File: src/rtl/eth_pkg.sv
// Shared Ethernet-style framing constants and types, common to the transmit and receive blocks.
package eth_pkg;
  localparam logic [7:0] PREAMBLE_BYTE = 8'hAA;
  localparam logic [7:0] SFD_BYTE      = 8'hAB;

  localparam int PREAMBLE_LEN = 7;
  localparam int MAC_LEN      = 6;
  localparam int LEN_LEN      = 2;
  localparam int FCS_LEN      = 4;

  typedef logic [47:0] mac_addr_t;

  typedef enum logic [3:0] {
    S_IDLE, S_LOAD, S_WAIT, S_PREAMBLE, S_SFD, S_MACDST,
    S_MACSRC, S_PLLEN, S_PL, S_FCS, S_DONE
  } tx_state_t;

  // MAC addresses go on the wire low byte first.
  function automatic logic [7:0] mac_byte(mac_addr_t mac, logic [2:0] idx);
    return mac[{idx, 3'b000} +: 8];
  endfunction

  function automatic tx_state_t next_field(tx_state_t s);
    case (s)
      S_PREAMBLE: return S_SFD;
      S_SFD:      return S_MACDST;
      S_MACDST:   return S_MACSRC;
      S_MACSRC:   return S_PLLEN;
      S_PLLEN:    return S_PL;
      S_PL:       return S_FCS;
      S_FCS:      return S_DONE;
      default:    return S_IDLE;
    endcase
  endfunction
endpackage

File: src/rtl/eth_frame_tx_if.sv
// Request, payload and transmit-side signals of the frame transmitter.
interface eth_frame_tx_if;
  import eth_pkg::*;

  logic        req_valid;
  logic        req_ready;
  logic [15:0] req_len;
  mac_addr_t   req_dst_mac;
  logic        req_err;
  logic [7:0]  pl_data;
  logic        pl_valid;
  logic        pl_ready;
  logic        link_ready;
  logic [7:0]  tx_data;
  logic        tx_start;
  logic        tx_busy;
  logic        tx_done;

  modport master (
    output req_valid, req_len, req_dst_mac, pl_data, pl_valid, link_ready,
    input  req_ready, req_err, pl_ready, tx_data, tx_start, tx_busy, tx_done
  );

  modport slave (
    input  req_valid, req_len, req_dst_mac, pl_data, pl_valid, link_ready,
    output req_ready, req_err, pl_ready, tx_data, tx_start, tx_busy, tx_done
  );
endinterface

File: src/rtl/byte_fifo.sv
// Single-clock byte FIFO; combinational read of the head entry, pointers wrap modulo DEPTH.
module byte_fifo #(
  parameter int DEPTH = 64
) (
  input  logic       clk,
  input  logic       rst,
  input  logic       wr_en,
  input  logic [7:0] wr_data,
  input  logic       rd_en,
  output logic [7:0] rd_data,
  output logic       full,
  output logic       empty
);
  localparam int AW = $clog2(DEPTH);

  logic [7:0]  mem [DEPTH];
  logic [AW:0] wr_ptr, rd_ptr;

  // Extra pointer MSB distinguishes full from empty when the indices match.
  assign empty   = (wr_ptr == rd_ptr);
  assign full    = (wr_ptr[AW] != rd_ptr[AW]) && (wr_ptr[AW-1:0] == rd_ptr[AW-1:0]);
  assign rd_data = mem[rd_ptr[AW-1:0]];

  always_ff @(posedge clk) begin
    if (rst) begin
      wr_ptr <= '0;
      rd_ptr <= '0;
    end else begin
      if (wr_en && !full) wr_ptr <= wr_ptr + 1'b1;
      if (rd_en && !empty) rd_ptr <= rd_ptr + 1'b1;
    end
  end

  always_ff @(posedge clk) begin
    if (wr_en && !full) mem[wr_ptr[AW-1:0]] <= wr_data;
  end
endmodule

File: src/rtl/eth_frame_tx.sv
// Frame transmitter: buffers a payload, then emits preamble/SFD/MACs/length/payload/LRC gap-free.
module eth_frame_tx
  import eth_pkg::*;
#(
  parameter mac_addr_t SRC_MAC_ADDR = 48'h00_0a_95_9d_68_20,
  parameter int        FIFO_DEPTH   = 64
) (
  input logic           clk,
  input logic           rst,
  eth_frame_tx_if.slave bus
);
  tx_state_t   state, state_nxt;
  logic [15:0] cnt, cnt_nxt, field_len, len;
  mac_addr_t   dst;
  logic [7:0]  lrc, byte_nxt, fifo_rd_data;
  logic        bad_len, accept, pl_ready, wr_en, rd_en, fifo_full, fifo_empty;
  logic [7:0]  tx_data;
  logic        tx_start, tx_busy, tx_done, req_err;

  assign bad_len  = (bus.req_len == 16'd0) || (bus.req_len > 16'(FIFO_DEPTH));
  assign accept   = (state == S_IDLE) && bus.req_valid;
  assign pl_ready = (state == S_LOAD) && !fifo_full;
  assign wr_en    = pl_ready && bus.pl_valid;
  assign rd_en    = (state_nxt == S_PL) && !fifo_empty;

  assign bus.req_ready = (state == S_IDLE);
  assign bus.pl_ready  = pl_ready;
  assign bus.tx_data   = tx_data;
  assign bus.tx_start  = tx_start;
  assign bus.tx_busy   = tx_busy;
  assign bus.tx_done   = tx_done;
  assign bus.req_err   = req_err;

  byte_fifo #(.DEPTH(FIFO_DEPTH)) u_fifo (
    .clk     (clk),
    .rst     (rst),
    .wr_en   (wr_en),
    .wr_data (bus.pl_data),
    .rd_en   (rd_en),
    .rd_data (fifo_rd_data),
    .full    (fifo_full),
    .empty   (fifo_empty)
  );

  always_ff @(posedge clk) begin
    if (rst) begin
      state <= S_IDLE;
      cnt   <= '0;
    end else begin
      state <= state_nxt;
      cnt   <= cnt_nxt;
    end
  end

  always_comb begin
    state_nxt = state;
    cnt_nxt   = cnt;
    field_len = 16'd1;
    unique case (state)
      S_PREAMBLE:         field_len = 16'(PREAMBLE_LEN);
      S_MACDST, S_MACSRC: field_len = 16'(MAC_LEN);
      S_PLLEN:            field_len = 16'(LEN_LEN);
      S_PL:               field_len = len;
      S_FCS:              field_len = 16'(FCS_LEN);
      default:            field_len = 16'd1;
    endcase
    unique case (state)
      S_IDLE: if (accept && !bad_len) begin
        state_nxt = S_LOAD;
        cnt_nxt   = '0;
      end
      S_LOAD: if (wr_en) begin
        cnt_nxt = cnt + 16'd1;
        if (cnt == len - 16'd1) begin
          state_nxt = S_WAIT;
          cnt_nxt   = '0;
        end
      end
      S_WAIT: if (bus.link_ready) begin
        state_nxt = S_PREAMBLE;
        cnt_nxt   = '0;
      end
      S_PREAMBLE, S_SFD, S_MACDST, S_MACSRC, S_PLLEN, S_PL, S_FCS: begin
        cnt_nxt = cnt + 16'd1;
        if (cnt == field_len - 16'd1) begin
          state_nxt = next_field(state);
          cnt_nxt   = '0;
        end
      end
      S_DONE:  state_nxt = S_IDLE;
      default: state_nxt = S_IDLE;
    endcase
  end

  // Byte for the upcoming cycle, chosen from the next state so tx_data can be registered.
  always_comb begin
    byte_nxt = 8'h00;
    unique case (state_nxt)
      S_PREAMBLE: byte_nxt = PREAMBLE_BYTE;
      S_SFD:      byte_nxt = SFD_BYTE;
      S_MACDST:   byte_nxt = mac_byte(dst, cnt_nxt[2:0]);
      S_MACSRC:   byte_nxt = mac_byte(SRC_MAC_ADDR, cnt_nxt[2:0]);
      S_PLLEN:    byte_nxt = cnt_nxt[0] ? len[15:8] : len[7:0];
      S_PL:       byte_nxt = fifo_rd_data;
      S_FCS:      byte_nxt = ~lrc + 8'd1;
      default:    byte_nxt = 8'h00;
    endcase
  end

  always_ff @(posedge clk) begin
    if (rst) begin
      len      <= '0;
      dst      <= '0;
      lrc      <= '0;
      tx_data  <= '0;
      tx_start <= 1'b0;
      tx_busy  <= 1'b0;
      tx_done  <= 1'b0;
      req_err  <= 1'b0;
    end else begin
      req_err <= accept && bad_len;
      if (accept && !bad_len) begin
        len <= bus.req_len;
        dst <= bus.req_dst_mac;
        lrc <= '0;
      end else if (state_nxt inside {S_MACDST, S_MACSRC, S_PLLEN, S_PL}) begin
        lrc <= lrc + byte_nxt;
      end
      tx_data  <= byte_nxt;
      tx_start <= (state_nxt == S_PREAMBLE) && (state != S_PREAMBLE);
      tx_busy  <= state_nxt inside {S_LOAD, S_WAIT, S_PREAMBLE, S_SFD, S_MACDST,
                                    S_MACSRC, S_PLLEN, S_PL, S_FCS};
      tx_done  <= (state_nxt == S_DONE);
    end
  end
endmodule

File: src/flat_wrapper.sv
// flat-port wrapper written by rule: the top's interface ports become plain ports
module eth_frame_tx_flat import eth_pkg::*;
#(
  parameter mac_addr_t SRC_MAC_ADDR = 48'h00_0a_95_9d_68_20,
  parameter int        FIFO_DEPTH   = 64
)
  (clk, rst, bus_req_valid, bus_req_len, bus_req_dst_mac, bus_pl_data, bus_pl_valid, bus_link_ready, bus_req_ready, bus_req_err, bus_pl_ready, bus_tx_data, bus_tx_start, bus_tx_busy, bus_tx_done);
  eth_frame_tx_if bus_i ();
  input logic clk;
  input logic rst;
  input wire logic [$bits(bus_i.req_valid)-1:0] bus_req_valid;
  input wire logic [$bits(bus_i.req_len)-1:0] bus_req_len;
  input wire logic [$bits(bus_i.req_dst_mac)-1:0] bus_req_dst_mac;
  input wire logic [$bits(bus_i.pl_data)-1:0] bus_pl_data;
  input wire logic [$bits(bus_i.pl_valid)-1:0] bus_pl_valid;
  input wire logic [$bits(bus_i.link_ready)-1:0] bus_link_ready;
  output wire logic [$bits(bus_i.req_ready)-1:0] bus_req_ready;
  output wire logic [$bits(bus_i.req_err)-1:0] bus_req_err;
  output wire logic [$bits(bus_i.pl_ready)-1:0] bus_pl_ready;
  output wire logic [$bits(bus_i.tx_data)-1:0] bus_tx_data;
  output wire logic [$bits(bus_i.tx_start)-1:0] bus_tx_start;
  output wire logic [$bits(bus_i.tx_busy)-1:0] bus_tx_busy;
  output wire logic [$bits(bus_i.tx_done)-1:0] bus_tx_done;
  assign bus_i.req_valid = bus_req_valid;
  assign bus_i.req_len = bus_req_len;
  assign bus_i.req_dst_mac = bus_req_dst_mac;
  assign bus_i.pl_data = bus_pl_data;
  assign bus_i.pl_valid = bus_pl_valid;
  assign bus_i.link_ready = bus_link_ready;
  assign bus_req_ready = bus_i.req_ready;
  assign bus_req_err = bus_i.req_err;
  assign bus_pl_ready = bus_i.pl_ready;
  assign bus_tx_data = bus_i.tx_data;
  assign bus_tx_start = bus_i.tx_start;
  assign bus_tx_busy = bus_i.tx_busy;
  assign bus_tx_done = bus_i.tx_done;
  eth_frame_tx #(.SRC_MAC_ADDR(SRC_MAC_ADDR), .FIFO_DEPTH(FIFO_DEPTH)) u_core (.clk(clk), .rst(rst), .bus(bus_i));
endmodule
File: config.mk
export PLATFORM = sky130hd
export DESIGN_NAME = eth_frame_tx_flat
export DESIGN_NICKNAME = d
export VERILOG_FILES = /design/src/rtl/eth_pkg.sv /design/src/rtl/eth_frame_tx_if.sv /design/src/rtl/byte_fifo.sv /design/src/rtl/eth_frame_tx.sv /design/src/flat_wrapper.sv
export SDC_FILE = /design/constraint.sdc
export NUM_CORES = 1
export LEC_CHECK = 0
export CAP_MARGIN = 20
export CORE_MARGIN = 3
export CORE_UTILIZATION = 55
export DETAILED_ROUTE_END_ITERATION = 10
export PLACE_DENSITY = 0.7
export SLEW_MARGIN = 10
export SYNTH_ARGS = -nofsm -noshare
export SYNTH_HDL_FRONTEND = slang
export SYNTH_SLANG_ARGS = --single-unit
File: constraint.sdc
create_clock -name clk -period 13.25 [get_ports clk]
set_input_delay 1.9875 -clock clk [delete_from_list [all_inputs] [get_ports clk]]
set_output_delay 1.9875 -clock clk [all_outputs]
set_load 0.01 [all_outputs]
==> metrics.md, run 1 <==
| Metric | Value |
|---|---|
| Most frequent cell after synthesis | edfxtp_1 |
| RSZ-0062 raised after global routing | no |
| Die width | 229 um |
| Final total power | 4.01 mW |
| Psw | 0.796 mW |
| GRT Overall Usage | 24.4% |
| Die extent in y | 229 um |
| Crit end category | register |
| Placer Congestion | 0.870 |
| Antenna Cells | 0 |
| CTS tree | yes |
| Root buf cell | clkbuf_16 |
| #FFs+latches synth | 636 |
| Mapped Cells | 1790 |
| Yosys top cell area share | 56.2% |
| Final nets | 1946 |
| Total number of vias | 15.8k |
| Post-cts gate resize count | 0 |
| Fin crit share | 57.1% |
| Setup TNS | 0 ns |
| Max-Cap Viols | 0 |
| Drt first pass iters | 7 |
| Asr flop ratio synth | 0% |
| CP max-delay cell | nor3b_1 |
| Worst Path Max Fanout | 15 |
| First DRT Iteration DRCs | 1491 |
| Worst setup path startpoint | u_core.state[3] |
| FILL cells | 3602 |
| Global route overflow | 0 |
| Worst Min Path Start | u_core.dst[40] |
| Die Area | 52500 sq um |
| Mean post-synth cell area | 15.3 sq um |
| Largest net degree at the start of global routing | 93 |
| Register Area | 17900 sq um |
| PD cells | 130 nW/um^2 |
| Worst-path clk slew | 0.06 ns |
| Vias/cell | 6.15 |
| Final worst path period need | 7.57 ns |
| Critical path class | reg2reg |
| Largest cells by area after synthesis | edfxtp_1 56%, mux4_2 14%, dfxtp_1 9.1%, nand2_1 2.5%, nor2_1 2.0% |
| Top Ports | 91 |
| Yosys warnings | 0 |
| F_max | 132 MHz |
| Detailed-route DRC error count | 0 |
| Core ar. | 49100 sq um |
| Slew HR | 27.9% |
| Final WL | 63600 um |
| Clock power frac | 44.8% |
| Status | completed |
| Setup Skew | 0.0329 ns |
| First-pass GRT wire length | 97000 um |
| Commonest cells in the netlist | 512 x edfxtp_1, 179 x nand2_1, 168 x mux4_2 |
| Slew of the pin with the lowest slew margin | 1.08 ns |
| Synth Cell Area | 27400 sq um |
| Sequential share of power | 53.7% |
| Critical Path Max Stage Delay | 0.74 ns |
| Clock sinks | 636 |
| Antenna violations before repair | 1 |
| Fraction of layout cells with a size suffix above 1 | 17.8% |
| Setup bufs post-CTS | 0 |
| CP required | 13.77 ns |
| Clock Path Buffers | 3 |
| Library cells used by synthesis | 95 |
| Switching share of total power | 19.8% |
| Leak Pwr | 9.67 nW |
| Num rows | 81 |
| Synth area leader | edfxtp_1 |
| WL/cell | 24.8 um |
| Hold WC Path Type | reg2reg |
| Clock latency at the later pin of the worst-skew pair | 0.62 ns |
| Area growth from synthesis to final layout | 12.8% |
| Reg2Reg Launch Point | u_core.state[3] |
| Vias in the first global route | 15.8k |
| Post-synth EDFFs | 512 |
| Comb pwr share | 1.5% |
| Endpoints failing setup | 0 |
| CP Launch Type | register |
| DP HPWL | 40100 um |
| WP data arrival | 8.09 ns |
| Slew Limit Fails | 0 |
| Final Hold Fails | 0 |
| Syn_nets | 1881 |
| Sequential area share after synthesis | 65.2% |
| Worst vdd rail ir drop | 120 uV |
| Internal Pwr Total | 3.22 mW |
| Cts hold-fix bufs | 0 |
| Port buffer count | 90 |
| Area occupied by multi-input gates | 8980 sq um |
| Main synth FF type | edfxtp_1 |
| Starting Density | 55.8% |
| H-tree levels | 3 |
| Post-DRT Antenna Nets | 0 |
| CTS buffer count | 66 |
## stage by stage
| step | setup slack [ns] | instance area (sq um) | utilization (%) | hold slack [ns] | std cells |
|---|---|---|---|---|---|
| CTS | 5.76 | 30800 | 62.8 | 0.459 | 2561 |
| detailed placement | 5.22 | 28700 | 58.5 | 0.451 | 2447 |
| global placement | 5.33 | 28700 | 58.5 | 0.446 | 2447 |
| floorplan | 6.49 | 27400 | - | 0.431 | 1790 |
| global route | 5.16 | 30900 | 62.9 | 0.483 | 2565 |
| finish | 5.68 | 30900 | 62.9 | 0.458 | 2565 |
## cells by family (layout without fill, tap and decap cells)
kind of cell / after synthesis / after routing / share of synthesized area, %
flops: 636 / 636 / 65.2
simple gates: 502 / 502 / 8.92
compound gates: 230 / 230 / 5.58
mux: 204 / 204 / 15.2
buf+inv: 132 / 243 / 2.06
xor+xnor: 71 / 71 / 2.33
fa+ha+maj: 15 / 15 / 0.704
## cell usage in the layout (no fill, tap or decap), types with 29 or more instances in the layout
| cell type | n |
|---|---|
| a21oi_1 | 90 |
| clkbuf_16 | 68 |
| clkdlybuf4s50_1 | 81 |
| dfxtp_1 | 121 |
| edfxtp_1 | 512 |
| mux2i_1 | 29 |
| mux4_2 | 168 |
| nand2_1 | 179 |
| nor2_1 | 149 |
| xnor2_1 | 42 |
## cell type report
type / instances / share of cell area (%)
clock buffers: 84 / 5.80
clock inverters: 30 / 0.924
inverters: 20 / 0.243
multi-input cells: 1022 / 29.1
flip-flops and latches: 636 / 57.9
well taps: 664 / 2.69
repair buffers: 109 / 3.40
## layer usage
layer	share of wire [%]	vias up	global-route usage, %
li1	-	7070	-
met1	40	8008	33.0
met2	50	585	40.2
met3	7.3	113	5.06
met4	2.9	2	7.59
met5	0.019	-	0
## power groups by stage
| stage | Combinational, mW | Clock, mW | Sequential [mW] |
|---|---|---|---|
| after floorplan | 0.00659 | 0 | 2.20 |
| after global placement | 0.0552 | 0 | 2.20 |
| after detailed placement | 0.0576 | 0 | 2.20 |
| after CTS | 0.0577 | 1.83 | 2.15 |
| after global routing | 0.0640 | 1.91 | 2.15 |
| final | 0.0592 | 1.80 | 2.15 |
## path summary, 6_finish.rpt
kind              cells after the start             end  slack [ns]
setup / recovery                     28   u_core.lrc[7]        5.68
hold / removal                        2  u_core.dst[40]        0.46
setup reg to reg                     28   u_core.lrc[7]        5.68
hold reg to reg                       2  u_core.dst[40]        0.46
## worst max-delay path, delay by kind of cell (launching register included)
family          cells  cell delay, ns
compound gates     17            3.42
fa+ha+maj           2            0.62
buf+inv             1            0.06
flops               1            0.62
mux                 1            0.65
simple gates        7            2.10
## registers in the layout, indices dropped and copies added, names as in the netlist, named ones only
register,flops
u_core.bus.tx_data,8
u_core.bus.tx_busy,1
u_core.len,16
u_core.u_fifo.mem,512
u_core.dst,48
u_core.bus.req_err,1
u_core.cnt,16
u_core.bus.tx_done,1
u_core.lrc,8
u_core.u_fifo.rd_ptr,7
u_core.bus.tx_start,1
u_core.state,4
u_core.u_fifo.wr_ptr,7
No activity file was read; power rests on OpenSTA's default activity.
==> run 2, diff against run 1 <==
Clock period 13.25 ns to 7.3 ns, I/O delays scaled along.
==> run 2 against run 1 <==
Die area unchanged. Critical path type unchanged. Highest routed layer unchanged. Routed wire length up 2.0%. Utilization up 0.26 points. Non-clock buffer count up 12. Final cell count up 0.43%. Clock power up 81%.
==> metrics.md, run 2 (synthesis results as in run 1) <==
| Metric | Value |
|---|---|
| Hold path depth | 2 (unchanged) |
| Critical path class | reg2reg |
| Vias/cell | 6.22 (+1.1%) |
| Slew of the pin with the lowest slew margin | 1.07 ns (-0.00495 ns) |
| Dpl cells | 2461 (+0.57%) |
| Internal Pwr Total | 5.84 mW (+82%) |
| Post-cts gate resize count | 0 (unchanged) |
| Setup Skew | 0.0460 ns (+0.0132 ns) |
| Hold WC Path Type | reg2reg |
| F_max | 147 MHz (+11%) |
| Reg2reg path depth | 28 (unchanged) |
| DP HPWL | 41500 um (+3.5%) |
| Psw | 1.43 mW (+79%) |
| Slew HR | 28.3% (+0.33 points) |
| Area growth from synthesis to final layout | 13.2% |
| Largest register FFs | 512 (unchanged) |
| Switching share of total power | 19.6% (-0.23 points) |
| Setup bufs post-CTS | 0 (unchanged) |
| Worst Min Path Start | u_core.dst[13] |
| Global route overflow | 0 (unchanged) |
| H-tree levels | 2 (-1) |
| Core ar. | 49100 sq um (unchanged) |
| Max-Cap Viols | 0 (unchanged) |
| Drt first pass iters | 5 (-2) |
| Crit end category | register |
| Placer Congestion | 0.906 (+4.0%) |
| Sequential share of power | 53.8% (about the same) |
| Detailed-route DRC error count | 0 (unchanged) |
| CP Launch Type | register |
| WP depth | 28 (unchanged) |
| Total number of vias | 16.0k (+1.5%) |
| Setup TNS | 0 ns (unchanged) |
| Largest net degree at the start of global routing | 65 (-30%) |
| Fin crit share | 93.4% (+36 points) |
| Vias in the first global route | 16.0k (+1.3%) |
| Final Hold Fails | 0 (unchanged) |
| Reg2Reg Launch Point | u_core.state[2] |
| Endpoints failing setup | 0 (unchanged) |
| FF-to-FF End | u_core.lrc[7] |
| Num rows | 81 (unchanged) |
| Fraction of layout cells with a size suffix above 1 | 18.3% (+0.48 points) |
| First DRT Iteration DRCs | 1650 (+11%) |
| WHS | 0.458 ns (-0.000941 ns) |
| CTS tree | yes |
| WL/cell | 25.2 um (+1.5%) |
| Reg2reg setup slack | 0.48 ns (-5.20 ns) |
| Clock power frac | 44.7% (about the same) |
| Final worst path period need | 6.82 ns (-0.748 ns) |
| FILL cells | 3568 (-0.94%) |
| Slew Limit Fails | 0 (unchanged) |
| Port buffer count | 90 (unchanged) |
| Leak Pwr | 9.71 nW (+0.47%) |
| Worst Path Buf+Inv | 1 (unchanged) |
| Worst path top cell family by delay | compound AO/OA/AOI/OAI gates |
| Critical Path Max Stage Delay | 0.65 ns (-0.09 ns) |
| Cts hold-fix bufs | 0 (unchanged) |
| Clock Path Buffers | 3 (unchanged) |
| Antenna violations before repair | 2 (+1) |
| Register Area | 17900 sq um (unchanged) |
| CTS buffer count | 60 (-9.1%) |
| Status | completed |
| Top Ports | 91 (unchanged) |
| Worst-path clk slew | 0.06 ns (about the same) |
| Comb pwr share | 1.5% (about the same) |
| Die width | 229 um (unchanged) |
| CP max-delay cell | dfxtp_1 |
| Placed cell area | 28900 sq um (+0.54%) |
| Die extent in y | 229 um (unchanged) |
| Final WL | 64800 um (+2.0%) |
| Post-Layout Cell Count | 2576 (+0.43%) |
| Final nets | 1952 (+0.31%) |
| Layout Cell Area excl Fill | 31000 sq um (+0.41%) |
| Area occupied by multi-input gates | 8980 sq um (unchanged) |
| Commonest cells after routing, fill and taps aside | 512 x edfxtp_1, 179 x nand2_1, 168 x mux4_2 |
| GRT Overall Usage | 24.8% (+0.43 points) |
| PD cells | 234 nW/um^2 (+80%) |
| Starting Density | 55.8% (unchanged) |
| Clock sinks | 636 (unchanged) |
| WP data arrival | 7.37 ns (-0.72 ns) |
| Die Area | 52500 sq um (unchanged) |
| Clock latency at the later pin of the worst-skew pair | 0.65 ns (+0.03 ns) |
| Commonest non-fill, non-tap cell in the layout | edfxtp_1 |
| Root buf cell | clkbuf_16 |
| Final Core Density | 63.2% (+0.26 points) |
| Worst vdd rail ir drop | 233 uV (+95%) |
| Hold EP | u_core.dst[13] |
| CP required | 7.85 ns (-5.92 ns) |
| First-pass GRT wire length | 99500 um (+2.6%) |
| RSZ-0062 raised after global routing | no |
| Worst Path Max Fanout | 16 (+1) |
| Post-DRT Antenna Nets | 0 (unchanged) |
[run 2: cell types whose count changed in the layout (fill, tap and decap cells not counted), moves of 2 or more]
cell / before / now
clkinv_2: 8 / 6
clkinvlp_2: 0 / 2
clkinv_1: 12 / 9
bufinv_16: 4 / 10
clkinv_16: 0 / 2
buf_12: 4 / 6
clkbuf_1: 13 / 15
buf_2: 8 / 4
clkbuf_16: 68 / 60
buf_4: 16 / 30
clkbuf_8: 3 / 1
[run 2: layout make-up]
type,instances,area share [%]
Sequential cell,636,57.6
Clock inverter,36,1.62
Timing Repair Buffer,121,3.79
Multi-Input combinational cell,1022,29.0
Clock buffer,76,5.07
Tap cell,664,2.68
Inverter,20,0.242
Antenna cell,1,0.00807
[run 2: worst max path at each step]
| stage | from | to |
|---|---|---|
| 6_report | u_core.state[2] | u_core.lrc[7] |
| 5_1_grt | u_core.state[2] | u_core.lrc[7] |
| 4_1_cts | u_core.state[2] | u_core.lrc[7] |
| 3_5_place_dp | bus_req_len[2] | u_core.lrc[7] |
| 3_3_place_gp | bus_req_len[2] | u_core.lrc[7] |
| 2_1_floorplan | u_core.state[1] | u_core.lrc[7] |
[run 2: power groups by stage]
stage | combinational (mW) | sequential [mW] | clock, mW
3_3_place_gp | 0.0986 | 3.99 | 0
3_5_place_dp | 0.104 | 3.99 | 0
4_1_cts | 0.104 | 3.91 | 3.30
2_1_floorplan | 0.0120 | 3.99 | 0
6_report | 0.107 | 3.91 | 3.25
5_1_grt | 0.115 | 3.91 | 3.45
[run 2: worst reg2reg max path, delay by kind of cell (launching register included)]
kind            cells  cell delay [ns]
compound gates     17             3.30
simple gates        7             1.73
flops               1             0.65
fa+ha+maj           2             0.61
mux                 1             0.39
buf+inv             1             0.07
[run 2: through the flow]
step / total power [mW] / setup WS (ns)
after floorplan: 4.00 / 1.02
after global placement: 4.09 / 0.663
after detailed placement: 4.09 / 0.547
after CTS: 7.32 / 0.533
after global routing: 7.47 / 0.00711
final: 7.26 / 0.479
[run 2: routing by layer]
layer / part of all wire [%] / vias up / track usage [%]
met3: 7.2 / 143 / 4.50
met2: 49 / 631 / 40.6
met5: 0.020 / - / 0
met1: 41 / 8174 / 34.2
li1: - / 7069 / -
met4: 3.4 / 2 / 8.18
==> run 3, diff against run 2 <==
Settings changed: CORE_MARGIN 3 to default.
==> run 3 against run 2 <==
Clock skew grew 0.0015 ns. Critical path type unchanged. Clock power is essentially flat. Largest cell class unchanged. Final cell count grew 0.23%. Combinational power is essentially flat. Highest routed layer unchanged. Critical endpoint unchanged. Via count shrank 0.15%. Register-to-register slack gained 0.11 ns. Die area shrank 3.5%.
==> metrics.md, run 3 (synthesis results as in run 1) <==
| Metric | Value |
|---|---|
| Status | completed |
| Setup Skew | 0.0475 ns (+0.00151 ns) |
| Leak Pwr | 9.76 nW (+0.50%) |
| FF-to-FF End | u_core.lrc[7] |
| Hold WC Path Type | reg2reg |
| WP data arrival | 7.26 ns (-0.11 ns) |
| CTS buffer count | 61 (+1.7%) |
| Final WL | 64700 um (-0.21%) |
| Worst Path Max Fanout | 16 (unchanged) |
| Clock Path Buffers | 3 (unchanged) |
| Reg2reg path depth | 29 (+3.6%) |
| Die extent in y | 225 um (-1.7%) |
| CTS tree | yes |
| Worst Path Buf+Inv | 3 (+2) |
| Core ar. | 49100 sq um (unchanged) |
| Cts hold-fix bufs | 0 (unchanged) |
| GRT Overall Usage | 26.0% (+1.2 points) |
| Detailed-route DRC error count | 0 (unchanged) |
| Root buf cell | clkbuf_16 |
| Layout Cell Area excl Fill | 31000 sq um (about the same) |
| Reg2reg setup slack | 0.59 ns (+0.11 ns) |
| Slew of the pin with the lowest slew margin | 1.01 ns (-0.0656 ns) |
| Max-Cap Viols | 0 (unchanged) |
| Clock latency at the later pin of the worst-skew pair | 0.64 ns (about the same) |
| RSZ-0062 raised after global routing | no |
| Commonest non-fill, non-tap cell in the layout | edfxtp_1 |
| Vias in the first global route | 15.6k (-2.7%) |
| Placer Congestion | 0.948 (+4.6%) |
| Vias/cell | 6.19 (-0.38%) |
| CP Launch Type | register |
| Reg2Reg Launch Point | u_core.state[2] |
| Post-DRT Antenna Nets | 0 (unchanged) |
| Drt first pass iters | 5 (unchanged) |
| First DRT Iteration DRCs | 1558 (-5.6%) |
| Crit end category | register |
| Commonest cells after routing, fill and taps aside | 512 x edfxtp_1, 179 x nand2_1, 168 x mux4_2 |
| Final worst path period need | 6.71 ns (-0.113 ns) |
| First-pass GRT wire length | 97100 um (-2.3%) |
| Fin crit share | 91.9% (-1.5 points) |
| Starting Density | 55.8% (unchanged) |
| Port buffer count | 90 (unchanged) |
| Worst vdd rail ir drop | 271 uV (+16%) |
| Worst setup path startpoint | u_core.state[2] |
| Worst-path clk slew | 0.06 ns (about the same) |
| DP HPWL | 41300 um (-0.33%) |
| PD cells | 234 nW/um^2 (-0.33%) |
| Final nets | 1956 (+0.20%) |
| Antenna violations before repair | 2 (unchanged) |
| Die Area | 50700 sq um (-3.5%) |
| F_max | 149 MHz (+1.7%) |
| Worst path top cell family by delay | compound AO/OA/AOI/OAI gates |
| Final Hold Fails | 0 (unchanged) |
| Critical path class | reg2reg |
| Top Ports | 91 (unchanged) |
| CP max-delay cell | dfxtp_1 |
| Endpoints failing setup | 0 (unchanged) |
| Slew HR | 32.5% (+4.3 points) |
| Total number of vias | 16.0k (-0.15%) |
| Area growth from synthesis to final layout | 13.3% (about the same) |
| CP most frequent cell | a21o_1 |
| Die width | 225 um (-1.7%) |
| Num rows | 81 (unchanged) |
| Largest register FFs | 512 (unchanged) |
| Setup TNS | 0 ns (unchanged) |
| Worst setup endpoint | u_core.lrc[7] |
| WL/cell | 25.0 um (-0.45%) |
| Placed cell area | 28900 sq um (about the same) |
| Largest net degree at the start of global routing | 65 (unchanged) |
| CP required | 7.86 ns (about the same) |
| Fraction of layout cells with a size suffix above 1 | 18.9% (+0.67 points) |
| Global route overflow | 0 (unchanged) |
| Slew Limit Fails | 0 (unchanged) |
| Clock sinks | 636 (unchanged) |
| WP depth | 29 (+3.6%) |
| H-tree levels | 2 (unchanged) |
| Critical Path Max Stage Delay | 0.66 ns (about the same) |
[run 3: metal layers]
metal / GRT usage [%] / vias up / wire length (um)
met3: 3.53 / 132 / 4640
met2: 43.2 / 725 / 32000
met4: 8.45 / 2 / 1910
met1: 35.8 / 8042 / 26100
met5: 0 / - / 13
li1: - / 7094 / -
[run 3: what timing repair did]
item | 4_1_cts | 5_1_grt
gates resized for setup | 0 | 2
buffers inserted | 0 | 0
endpoints found under the setup margin | 0 | 1
[run 3: layout make-up]
| cell class | instances | area, sq um |
|---|---|---|
| clock buffer | 83 | 1700 |
| multi-input combinational | 1022 | 8980 |
| tap | 664 | 831 |
| timing repair buffer | 124 | 1180 |
| sequential | 636 | 17900 |
| inverter | 20 | 75.1 |
| antenna | 1 | 2.50 |
| clock inverter | 32 | 373 |
| fill | 3595 | 18000 |
[run 3: where the power goes]
part	internal (mW)	switching, mW
Combinational	0.0407	0.0676
Clock	1.88	1.34
Sequential	3.91	0.000204
[run 3: how the worst min path moves through the flow]
stage,depth (start not counted),endpoint,from,slack [ns]
floorplan,2,u_core.dst[35],u_core.dst[35],0.43
global placement,2,u_core.dst[29],u_core.dst[29],0.44
detailed placement,2,u_core.dst[36],u_core.dst[36],0.45
CTS,2,u_core.dst[36],u_core.dst[36],0.46
global route,2,u_core.dst[36],u_core.dst[36],0.47
finish,2,u_core.dst[32],u_core.dst[32],0.46
[run 3: through the flow]
step | cells | hold WS (ns) | setup slack [ns] | total power [mW] | utilization, %
3_5_place_dp | 2462 | 0.447 | 0.585 | 4.09 | 58.8
2_1_floorplan | 1790 | 0.431 | 1.02 | 4.00 | -
4_1_cts | 2577 | 0.455 | 0.583 | 7.29 | 63.1
5_1_grt | 2581 | 0.471 | 0.0118 | 7.42 | 63.2
3_3_place_gp | 2462 | 0.445 | 0.672 | 4.09 | 58.8
6_report | 2582 | 0.456 | 0.592 | 7.24 | 63.2
[run 3: worst register-to-register path: cells and delay by family, from the launching register on]
family                     cells  cell delay (ns)
AOI/OAI and AO/OA             16             3.34
adders and majority gates      2             0.58
buffers and inverters          3             0.43
DFF                            1             0.66
muxes                          1             0.24
and+or+nand+nor                7             1.42
==> variant 1 (settings of run 2) <==
`tx_data` no longer has a reset.
--- a/src/rtl/eth_frame_tx.sv
+++ b/src/rtl/eth_frame_tx.sv
@@ -112,7 +112,6 @@
       len      <= '0;
       dst      <= '0;
       lrc      <= '0;
-      tx_data  <= '0;
       tx_start <= 1'b0;
       tx_busy  <= 1'b0;
       tx_done  <= 1'b0;
@@ -126,12 +125,15 @@
       end else if (state_nxt inside {S_MACDST, S_MACSRC, S_PLLEN, S_PL}) begin
         lrc <= lrc + byte_nxt;
       end
-      tx_data  <= byte_nxt;
       tx_start <= (state_nxt == S_PREAMBLE) && (state != S_PREAMBLE);
       tx_busy  <= state_nxt inside {S_LOAD, S_WAIT, S_PREAMBLE, S_SFD, S_MACDST,
                                     S_MACSRC, S_PLLEN, S_PL, S_FCS};
       tx_done  <= (state_nxt == S_DONE);
     end
   end
+
+  always_ff @(posedge clk) begin
+    tx_data <= byte_nxt;
+  end
 endmodule
 
Behaviour: differs if rst is asserted again (counterexample within 4 cycles, from zero or initial values and one cycle with rst high); with rst held inactive, the same outputs for 4 cycles.
==> variant 1 against run 2 <==
- power increased by 0.27%
- sequential cell count unchanged
- cell area decreased by 0.33%
- combinational power about the same
- synthesized area decreased by 0.48%
- setup slack improved by 29 ps
- count of clock-buffer cells in the layout unchanged
- routed wire length decreased by 0.99%
- critical endpoint unchanged
==> variant 1: results (changes against run 2) <==
Synth
  • Mean Syn Cell Area: 15.22 sq um (-0.48%)
  • Sequential area share after synthesis: 65.54% (+0.31 points)
  • Synth cell count leaders: 512 x edfxtp_1, 168 x mux4_2, 167 x nand2_1
  • Adder-Cell Fraction of Synth Area: 0.6704% (-0.033 points)
  • Synth unique cells: 85 (-11%)
  • XOR/XNOR Fraction of Synth Area: 2.282% (-0.044 points)
  • Post-synthesis mux area share: 15.28% (+0.082 points)

Timing
  • Worst Skew: 54.75 ps (+8.716 ps)
  • Slew headroom: 35.84% (+7.6 points)
  • Final hold slack: 458.7 ps (+1.154 ps)

Worst hold path
  • Hold Crit Endpoint: u_core.dst[36]
  • Min-delay src: u_core.dst[36]

Setup path
  • Worst endpoint data arrival time: 7360 ps (about the same)
  • CP Max Fanout: 17 (+1)
  • Slowest cell delay on critical path: 730 ps (+80 ps)
  • R2r setup slk: 510 ps (+30 ps)

Route
  • Via/cell ratio: 6.164 (-0.87%)
  • Starting DRT DRC Count: 1466 (-11%)
  • Drt total wl: 64180 um (-0.99%)
  • Vias post-DR: 15840 (-1.1%)

Global routing
  • Gr usage total: 24.65% (-0.16 points)
  • First-pass GRT wire length: 97810 um (-1.7%)
  • Largest net degree at the start of global routing: 85 (+31%)

Outcome
  • Run status: complete, no violations

Placed design
  • Pre-CTS setup slack: 562.7 ps (+15.81 ps)
  • RD Place Congestion: 0.9114 (+0.64%)
  • Dpl cells: 2452 (-0.37%)
  • Detailed placer's ending HPWL: 40760 um (-1.7%)

Power
  • Maximum VDD drop: 227.2 uV (-2.5%)
variant 1: changes by cell type after synthesis, moves of 7 or more:
cell,run 2,this run
nor2_1,149,162
nand2_1,179,167
clkbuf_1,69,80
nor4_1,10,19
xor2_1,28,37
xnor2_1,42,34
a21oi_1,90,97
o21ai_0,28,35
variant 1: power by group:
part	internal [uW]	switching, uW
Combinational	39.6	67.3
Sequential	3910	0.211
Clock	1900	1360
Total	5850	1430
variant 1: logic make-up after synthesis:
logic type,after synthesis
multiplexers,205
buffers and inverters,134
flip-flops,636
AO/OA/AOI/OAI,220
adder cells (fa/ha/maj),14
AND/OR/NAND/NOR,510
XOR/XNOR,71
variant 1: how the worst max path moves through the flow:
stage                    end  slack [ps]  depth (start not counted)
2_1_floorplan  u_core.lrc[7]        1200                         30
3_3_place_gp   u_core.lrc[7]         610                         28
3_5_place_dp   u_core.lrc[7]         560                         28
4_1_cts        u_core.lrc[7]         560                         28
5_1_grt        u_core.lrc[7]          10                         28
6_report       u_core.lrc[7]         510                         28
variant 1: area by class of cell:
class | instances | area, sq um
flip-flops and latches | 636 | 17870
fillers | 3479 | 17450
multi-input cells | 1020 | 8843
clock buffers | 76 | 1583
repair buffers | 126 | 1212
well taps | 656 | 820.8
clock inverters | 39 | 513.0
inverters | 16 | 60.06
diodes | 1 | 2.502
variant 1: tightest hold or removal path, delay by kind of cell, from the launching register on:
kind / cells / cell delay [ps]
flops: 1 / 310
compound gates: 1 / 50
simple gates: 1 / 50
variant 1: layer usage:
metal,GRT usage [%],share of wire (%)
met1,33.82,40
met4,9.037,3.6
met5,0,0
met3,4.686,7.8
met2,39.88,48
variant 1: through the flow:
stage               instance area (sq um)  utilization, %  total power, uW
floorplan                           27250               -             4000
global placement                    28740           59.45             4089
detailed placement                  28760           59.48             4094
CTS                                 30850           63.81             7339
global route                        30900           63.91             7479
finish                              30900           63.92             7284
==> variant 2 (flow settings as in run 2) <==
Without the edit above. `FIFO_DEPTH` is set to 64 in 2 places; all go to 32.
--- a/src/rtl/eth_frame_tx.sv
+++ b/src/rtl/eth_frame_tx.sv
@@ -3,7 +3,7 @@
   import eth_pkg::*;
 #(
   parameter mac_addr_t SRC_MAC_ADDR = 48'h00_0a_95_9d_68_20,
-  parameter int        FIFO_DEPTH   = 64
+  parameter int        FIFO_DEPTH   = 32
 ) (
   input logic           clk,
   input logic           rst,
--- a/src/flat_wrapper.sv
+++ b/src/flat_wrapper.sv
@@ -2,7 +2,7 @@
 module eth_frame_tx_flat import eth_pkg::*;
 #(
   parameter mac_addr_t SRC_MAC_ADDR = 48'h00_0a_95_9d_68_20,
-  parameter int        FIFO_DEPTH   = 64
+  parameter int        FIFO_DEPTH   = 32
 )
   (clk, rst, bus_req_valid, bus_req_len, bus_req_dst_mac, bus_pl_data, bus_pl_valid, bus_link_ready, bus_req_ready, bus_req_err, bus_pl_ready, bus_tx_data, bus_tx_start, bus_tx_busy, bus_tx_done);
   eth_frame_tx_if bus_i ();
Check against the original RTL: not equivalent (Yosys sat finds a counterexample within 4 cycles, from zero or initial values and one cycle with rst high).
==> variant 2 against run 2 <==
- utilization up 2.2 points
- combinational power down 25%
- die area down 35%
- synthesized area down 36%
- global-route usage down 0.14 points
- clock power down 35%
- cell area down 35%
- sequential share of layout area down 7.5 points
- setup slack worse by 120 ps
- sequential cell count down 259
- power down 39%
- routed wire length down 35%
- critical path type unchanged
- largest cell class unchanged
==> variant 2: results (changes against run 2) <==
Worst hold path
  • Min-delay src: u_core.dst[10]
  • Worst Hold Depth: 2 (unchanged)
  • Hold Crit Class: reg2reg
  • Hold Crit Endpoint: u_core.dst[10]

Synth
  • Number of flops mapped to enable cells by yosys: 256 (-50%)
  • Adder-Cell Fraction of Synth Area: 1.327% (+0.62 points)
  • Main synth FF type: edfxtp_1
  • Synth unique cells: 94 (-1.1%)
  • Synth Area in Compound Gates: 8.635% (+3.1 points)
  • Post-synthesis mux area share: 12.98% (-2.2 points)
  • Sequential area share after synthesis: 57.95% (-7.3 points)
  • Syn. warnings: 0 (unchanged)
  • Mean Syn Cell Area: 12.58 sq um (-18%)
  • Area contributors post-synth: edfxtp_1 44%, dfxtp_1 14%, mux4_2 10%, nand2_1 3.5%, a21oi_1 2.7%
  • Syn Nets: 1481 (-21%)
  • XOR/XNOR Fraction of Synth Area: 3.694% (+1.4 points)
  • Async S/R FF share, synth: 0% (unchanged)
  • Synth cell count leaders: 256 x edfxtp_1, 162 x nand2_1, 121 x dfxtp_1

Placed design
  • Detailed placer's ending HPWL: 28010 um (-32%)
  • Dpl cells: 1817 (-26%)
  • RD Place Congestion: 0.9502 (+4.9%)
  • I/O Buffers: 90 (unchanged)

Setup path
  • Slowest cell delay on critical path: 530 ps (-120 ps)
  • CP Max Fanout: 13 (-3)
  • Critical path capture point: u_core.lrc[7]
  • CP max-delay cell: or4_4
  • Worst flop-to-flop path startpoint: u_core.state[2]
  • Worst endpoint data arrival time: 7420 ps (+50 ps)
  • Worst reg2reg path depth: 28 (unchanged)
  • Worst setup startpoint: u_core.state[2]
  • Top delay family on crit path: compound AO/OA/AOI/OAI gates
  • R2r setup slk: 360 ps (-120 ps)

Clock network
  • Root Buffer: clkbuf_16
  • Post CTS Setup Buffer Count: 0 (unchanged)
  • Worst-Skew Late Latency: 540 ps (-110 ps)
  • CTS HTree Levels: 2 (unchanged)
  • CTS max path bufs: 3 (unchanged)
  • Clk pin slew, worst setup/hold paths: 60 ps (about the same)
  • CTS Buf Count: 39 (-35%)

Outcome
  • Run status: complete, no violations

Final layout
  • Final non-filler cell total: 1891 (-27%)
  • Nets@finish: 1560 (-20%)
  • Max FFs per register: 256 (-50%)
  • Share of cells above drive strength 1: 15.52% (-2.7 points)
  • Filler instances: 2270 (-36%)
  • Antenna diodes: 0 (-1)

Power
  • Leakage: 0.006554 uW (-33%)
  • Maximum VDD drop: 285.6 uV (+23%)

Global routing
  • Initial antenna violation count: 0 (-2)
  • Largest net degree at the start of global routing: 89 (+37%)
  • Vias in the first global route: 11330 (-29%)
  • Gr usage total: 24.67% (-0.14 points)
  • First-pass GRT wire length: 64550 um (-35%)

Route
  • DR pass1 iterations: 7 (+2)
  • Via/cell ratio: 6.137 (-1.3%)
  • Drt total wl: 41920 um (-35%)
  • Starting DRT DRC Count: 967 (-41%)

Timing
  • Slew headroom: 32.96% (+4.7 points)
  • Worst Skew: 10.89 ps (-35.14 ps)
-- variant 2: what timing repair did --
item | in CTS | in global routing
gates resized for setup | 0 | 8
endpoints found under the setup margin | 0 | 1
hold buffers | 0 | 0
-- variant 2: cell families (layout without fill, tap and decap cells) --
kind of cell | after synthesis | after routing
AOI/OAI and AO/OA | 228 | 228
DFF | 377 | 377
xor gates and xnor gates | 72 | 72
adders and majority gates | 18 | 18
and+or+nand+nor | 454 | 454
muxes | 125 | 125
buffers and inverters | 113 | 221
-- variant 2: power breakdown --
part	internal, uW	switching (uW)	total (uW)	leakage (uW)
sequential	2280	0.144	2280	0.00328
clock	1280	821	2100	0.000670
combinational	38.2	41.7	79.9	0.00261
total	3590	863	4460	0.00655
-- variant 2: per-layer routing --
metal / wire length [um] / global-route usage (%) / vias to the layer above / part of all wire [%]
met5: 0 / 0 / - / 0
met4: 1529 / 8.860 / 0 / 3.6
met3: 3243 / 4.835 / 87 / 7.7
met2: 19980 / 40.26 / 488 / 48
met1: 17170 / 33.41 / 5645 / 41
li1: - / - / 5385 / -
-- variant 2: area by class of cell --
cell class,instances,share of cell area (%)
multi-input cells,897,34.33
clock buffers,47,5.184
well taps,396,2.452
repair buffers,129,6.001
clock inverters,23,1.536
flip-flops and latches,377,50.09
inverters,22,0.4087
-- variant 2: through the flow --
step / util [%] / cell area, sq um / setup WS (ps) / hold slack, ps / power [uW]
CTS: 65.19 / 20150 / 212.7 / 455.8 / 4493
global placement: 60.80 / 18790 / 285.9 / 441.9 / 2402
detailed placement: 60.80 / 18790 / 241.2 / 447.4 / 2404
finish: 65.36 / 20200 / 355.2 / 456.2 / 4455
floorplan: - / 17450 / 392.5 / 432.1 / 2334
global route: 65.36 / 20200 / 14.50 / 477.9 / 4582
